--- src/rtl/muldiv_unit.sv ---
// Iterative 32x32 multiply / 32/32 divide unit with HI/LO result registers.
// state | meaning: IDLE wait for start or MTHI/MTLO; RUN 32 iterations; FIX apply signs, write hi/lo
module muldiv_unit (
    input  logic        clk,
    input  logic        rst,
    input  logic        start,
    input  logic [1:0]  op,
    input  logic [31:0] a,
    input  logic [31:0] b,
    input  logic        hi_we,
    input  logic        lo_we,
    input  logic [31:0] wdata,
    output logic        busy,
    output logic        done,
    output logic [31:0] hi,
    output logic [31:0] lo
);

    localparam logic [1:0] ST_IDLE = 2'd0;
    localparam logic [1:0] ST_RUN  = 2'd1;
    localparam logic [1:0] ST_FIX  = 2'd2;

    localparam logic [4:0] LAST_ITER = 5'd31;

    logic [1:0]  state_q, state_d;
    logic [1:0]  op_q, op_d;
    logic [31:0] mag_a_q, mag_a_d;
    logic [31:0] mag_b_q, mag_b_d;
    logic        sign_a_q, sign_a_d;
    logic        sign_b_q, sign_b_d;
    logic [4:0]  cnt_q, cnt_d;
    logic [63:0] acc_q, acc_d;
    logic [31:0] hi_q, hi_d;
    logic [31:0] lo_q, lo_d;
    logic        done_q, done_d;

    logic        in_signed;
    logic [31:0] abs_a;
    logic [31:0] abs_b;

    logic        is_div;
    logic        is_signed;
    logic [32:0] mul_sum;
    logic [63:0] mul_next;
    logic [32:0] div_shift;
    logic [31:0] div_diff;
    logic        div_ge;
    logic [63:0] div_next;

    logic [63:0] prod_fix;
    logic [31:0] quo_fix;
    logic [31:0] rem_fix;
    logic [31:0] a_orig;

    always_comb begin
        in_signed = ~op[0];
        abs_a     = (in_signed && a[31]) ? (32'd0 - a) : a;
        abs_b     = (in_signed && b[31]) ? (32'd0 - b) : b;

        is_div    = op_q[1];
        is_signed = ~op_q[0];

        // Product register: upper half accumulates, multiplier shifts out of the bottom.
        mul_sum   = {1'b0, acc_q[63:32]} + (acc_q[0] ? {1'b0, mag_a_q} : 33'd0);
        mul_next  = {mul_sum, acc_q[31:1]};

        // Remainder in the upper half, dividend/quotient in the lower half.
        div_shift = {acc_q[63:32], acc_q[31]};
        div_ge    = (div_shift >= {1'b0, mag_b_q});
        div_diff  = div_shift[31:0] - mag_b_q;
        div_next  = div_ge ? {div_diff, acc_q[30:0], 1'b1}
                           : {div_shift[31:0], acc_q[30:0], 1'b0};

        prod_fix  = (is_signed && (sign_a_q ^ sign_b_q)) ? (64'd0 - acc_q) : acc_q;
        quo_fix   = (is_signed && (sign_a_q ^ sign_b_q)) ? (32'd0 - acc_q[31:0]) : acc_q[31:0];
        rem_fix   = (is_signed && sign_a_q) ? (32'd0 - acc_q[63:32]) : acc_q[63:32];
        a_orig    = (is_signed && sign_a_q) ? (32'd0 - mag_a_q) : mag_a_q;
    end

    always_comb begin
        state_d  = state_q;
        op_d     = op_q;
        mag_a_d  = mag_a_q;
        mag_b_d  = mag_b_q;
        sign_a_d = sign_a_q;
        sign_b_d = sign_b_q;
        cnt_d    = cnt_q;
        acc_d    = acc_q;
        hi_d     = hi_q;
        lo_d     = lo_q;
        done_d   = 1'b0;

        case (state_q)
            ST_IDLE: begin
                if (hi_we) hi_d = wdata;
                if (lo_we) lo_d = wdata;
                if (start) begin
                    op_d     = op;
                    mag_a_d  = abs_a;
                    mag_b_d  = abs_b;
                    sign_a_d = a[31];
                    sign_b_d = b[31];
                    cnt_d    = 5'd0;
                    acc_d    = op[1] ? {32'd0, abs_a} : {32'd0, abs_b};
                    state_d  = ST_RUN;
                end
            end
            ST_RUN: begin
                acc_d = is_div ? div_next : mul_next;
                cnt_d = cnt_q + 5'd1;
                if (cnt_q == LAST_ITER) state_d = ST_FIX;
            end
            ST_FIX: begin
                if (!is_div) begin
                    hi_d = prod_fix[63:32];
                    lo_d = prod_fix[31:0];
                end else if (mag_b_q == 32'd0) begin
                    hi_d = a_orig;
                    lo_d = 32'hFFFF_FFFF;
                end else begin
                    hi_d = rem_fix;
                    lo_d = quo_fix;
                end
                done_d  = 1'b1;
                state_d = ST_IDLE;
            end
            default: state_d = ST_IDLE;
        endcase
    end

    always_ff @(posedge clk) begin
        if (rst) begin
            state_q  <= ST_IDLE;
            op_q     <= 2'd0;
            mag_a_q  <= 32'd0;
            mag_b_q  <= 32'd0;
            sign_a_q <= 1'b0;
            sign_b_q <= 1'b0;
            cnt_q    <= 5'd0;
            acc_q    <= 64'd0;
            hi_q     <= 32'd0;
            lo_q     <= 32'd0;
            done_q   <= 1'b0;
        end else begin
            state_q  <= state_d;
            op_q     <= op_d;
            mag_a_q  <= mag_a_d;
            mag_b_q  <= mag_b_d;
            sign_a_q <= sign_a_d;
            sign_b_q <= sign_b_d;
            cnt_q    <= cnt_d;
            acc_q    <= acc_d;
            hi_q     <= hi_d;
            lo_q     <= lo_d;
            done_q   <= done_d;
        end
    end

    assign busy = (state_q != ST_IDLE);
    assign done = done_q;
    assign hi   = hi_q;
    assign lo   = lo_q;

endmodule
--- config.mk ---
export PLATFORM = sky130hd
export DESIGN_NAME = muldiv_unit
export DESIGN_NICKNAME = d
export VERILOG_FILES = /design/src/rtl/muldiv_unit.sv
export SDC_FILE = /design/constraint.sdc
export NUM_CORES = 1
export LEC_CHECK = 0
export CORE_MARGIN = 5
export CORE_UTILIZATION = 35
export DETAILED_ROUTE_END_ITERATION = 10
export PLACE_DENSITY_LB_ADDON = 0.1
export SYNTH_ARGS = -nofsm -noshare
export SYNTH_HDL_FRONTEND = slang
export SYNTH_SLANG_ARGS = --single-unit
--- constraint.sdc ---
create_clock -name clk -period 4.08 [get_ports clk]
set_clock_uncertainty 0.05 [all_clocks]
set_input_delay 1.02 -clock clk [delete_from_list [all_inputs] [get_ports clk]]
set_output_delay 1.02 -clock clk [all_outputs]
set_load 0.02 [all_outputs]
==> flow_summary.ini <==
[power]
powerDensity_nw_per_um2 = 338
power.leakage_nw = 8.18
irDropWorstVdd_uv = 296

[clocking]
clk_latency_ps = 600
ctsRootBufferMaster = clkbuf_16
ctsResizeCount = 0
hold_buffers = 0
clock_path_buffers = 3
numCtsBuffers = 27
postCtsSetupBuffers = 0
cts_tree = done
cts.htree.levels = 1
cts.sinks = 204
clk_pin_slew_ps = 60

[floorplan]
die-area_um2 = 53000
io_pins = 169
initial_core_util_pct = 35.5
die_w_um = 230
rows = 80
fp.dieH_um = 230
core-area_um2 = 47800

[placed_design]
globalplace.congestion = 0.962
portBuffers = 168
dpl.hpwl_um = 59600
post_dp_cell_area_um2 = 20000

[synth]
netlist_instances = 2316
yosys.cell_types.count = 81
synth.net_count = 2492
syn_area_um2 = 17000
synthArstFlopShare_pct = 0
ys.flop_type = dfxtp_1
yosys_warnings = 0
yosysSeqAreaShare_pct = 24.0
avgSynthCellArea_um2 = 7.34
synth_edf_count = 0
ys_ff_latch = 204

[critical_path]
rrSetupSlack_ps = 320
crit_path_max_fanout = 25
required_ps = 4470
cp-end-kind = flip-flop
rr_worst_depth = 11
critPathLaunchType = flip-flop
crit_arrival_ps = 4150
r2r-start = mag_b_q[28]$_SDFFE_PP0P_
rr_endpoint = acc_q[63]$_SDFFE_PP0P_
path_class = flip-flop to flip-flop

[min_path]
hold_class = flip-flop to flip-flop
worstHoldEndpoint = lo[13]$_SDFFE_PP0P_
whs_path_depth = 2
holdCritStartpoint = lo[13]$_SDFFE_PP0P_

[global_route]
met2_usage_pct = 43.2
busiest_layer = met2
gr-usage-met1_pct = 37.4
grt_max_degree = 141
grt_antenna_before_repair = 2
met3_usage_pct = 3.24
grtUsageTotal_pct = 26.8
grt_pass1_wl_um = 110000
grt_pass1_vias = 17500
grt_overflow = 0

[sta]
fin_setup_tns_ps = 0
drv_slew = 0
maxSlewHeadroom_pct = 37.6
final.min_clock_period_ps = 3760
worst_slew_pin_slew_ps = 929
fmax_mhz = 266
rsz0062_at_grt = no
hold_viol_final = 0
final.period_utilization_pct = 92.1
worst_hold_slack_ps = 401
setup_viol = 0

[detailed_routing]
drtAntennaViolNets = 0
wl_um = 74500
detail_route.wl_per_cell_um = 23.8
vias_per_cell = 5.88
drt-initial-drc-count = 1757
routed-via-count = 18400
drc = 0
dr.pass1.iters = 7

[cells_and_area]
drive_gt1_share_pct = 9.96
design_area_um2 = 20900
syn_to_final_growth_pct = 23.3
fin_nets = 2666
final_common_cell = nor2_1
final.fill_count = 4951
layout_common_cells = nor2_1 (235), nand2_1 (229), a21oi_1 (219)

[flow_run]
cap_violations = 0

[outcome]
status = finished, final reports clean
-- state kept, by name, summed over array words and instances (netlist names), 2 cells and up --
name / cells
acc_q: 64
cnt_q: 5
hi: 32
lo: 32
mag_a_q: 32
mag_b_q: 32
op_q: 2
state_q: 2
-- per-stage QoR --
step | setup WS (ps) | util [%] | cells | power (mW)
floorplan | 518 | - | 2316 | 3.58
global placement | 129 | 41.8 | 3076 | 4.49
detailed placement | 92.9 | 41.8 | 3076 | 4.50
CTS | 358 | 43.8 | 3126 | 7.07
global route | 63.1 | 43.8 | 3126 | 7.35
finish | 323 | 43.8 | 3128 | 7.07
-- cells by family after synthesis --
logic type                 after synthesis  share of synthesized area, %
and+or+nand+nor                        765                          21.3
AOI/OAI and AO/OA                      738                          28.4
buffers and inverters                  253                          5.69
xor gates and xnor gates               228                          11.8
DFF                                    204                          24.0
adders and majority gates               73                          5.46
muxes                                   55                          3.40
-- power breakdown --
| group | internal (mW) | switching (mW) | leakage, nW |
|---|---|---|---|
| clock | 1.56 | 1.01 | 0.472 |
| combinational | 0.853 | 1.32 | 6.03 |
| sequential | 2.13 | 0.193 | 1.68 |
-- final cells by class --
cell class	count	area, µm²	area share [%]
multi-input combinational	1859	12000	57.2
sequential	204	4090	19.5
clock inverter	11	140	0.669
inverter	80	300	1.43
timing repair buffer	318	2860	13.6
tap	615	769	3.67
antenna	2	5.00	0.0239
clock buffer	39	811	3.87
-- worst max-delay path by stage --
stage                                   startpoint                endpoint  slack (ps)  cells past startpoint
after global placement                        b[0]  acc_q[14]$_SDFFE_PP0P_         130                     12
after floorplan                               b[0]  acc_q[26]$_SDFFE_PP0P_         520                     10
final                     mag_b_q[28]$_SDFFE_PP0P_  acc_q[63]$_SDFFE_PP0P_         320                     11
after detailed placement                      b[0]  acc_q[14]$_SDFFE_PP0P_          90                     12
after CTS                 mag_b_q[28]$_SDFFE_PP0P_  acc_q[63]$_SDFFE_PP0P_         360                     11
after global routing      mag_b_q[28]$_SDFFE_PP0P_  acc_q[63]$_SDFFE_PP0P_          60                     11
-- worst max-delay path, stage by stage (launching register included) --
cell and delay (ps):
dfxtp_1 400, inv_1 110, ha_1 450, nand4_1 300
or4_1 620, nor3_1 310, a2111oi_0 170, o31a_2 250
buf_12 210, nand2_1 260, o21ai_0 140, a2111oi_0 370
-- per-layer routing --
layer  wire length [µm]  vias to the layer above
met2              33700                      698
li1                   -                     8781
met1              33400                     8790
met4               2510                        2
met3               4820                      123
met5                 13                        -
-- synth_stat cells, drive strengths merged, types with 24 or more instances --
cell type / count / area [µm²]
clkbuf: 154 / 578
o221ai: 46 / 403
inv: 80 / 300
nand2: 229 / 860
a211oi: 94 / 706
mux2i: 43 / 430
dfxtp: 204 / 4080
o211ai: 32 / 245
a21oi: 219 / 1100
o21ai: 137 / 693
and2: 44 / 275
nor3: 60 / 310
xnor2: 127 / 1110
nand3: 32 / 160
xor2: 101 / 885
o31ai: 24 / 185
nor4: 25 / 163
or4: 24 / 191
ha: 71 / 888
nor2: 238 / 893
nand2b: 25 / 156
a31oi: 26 / 163
Power figures use the tool's default switching activity.
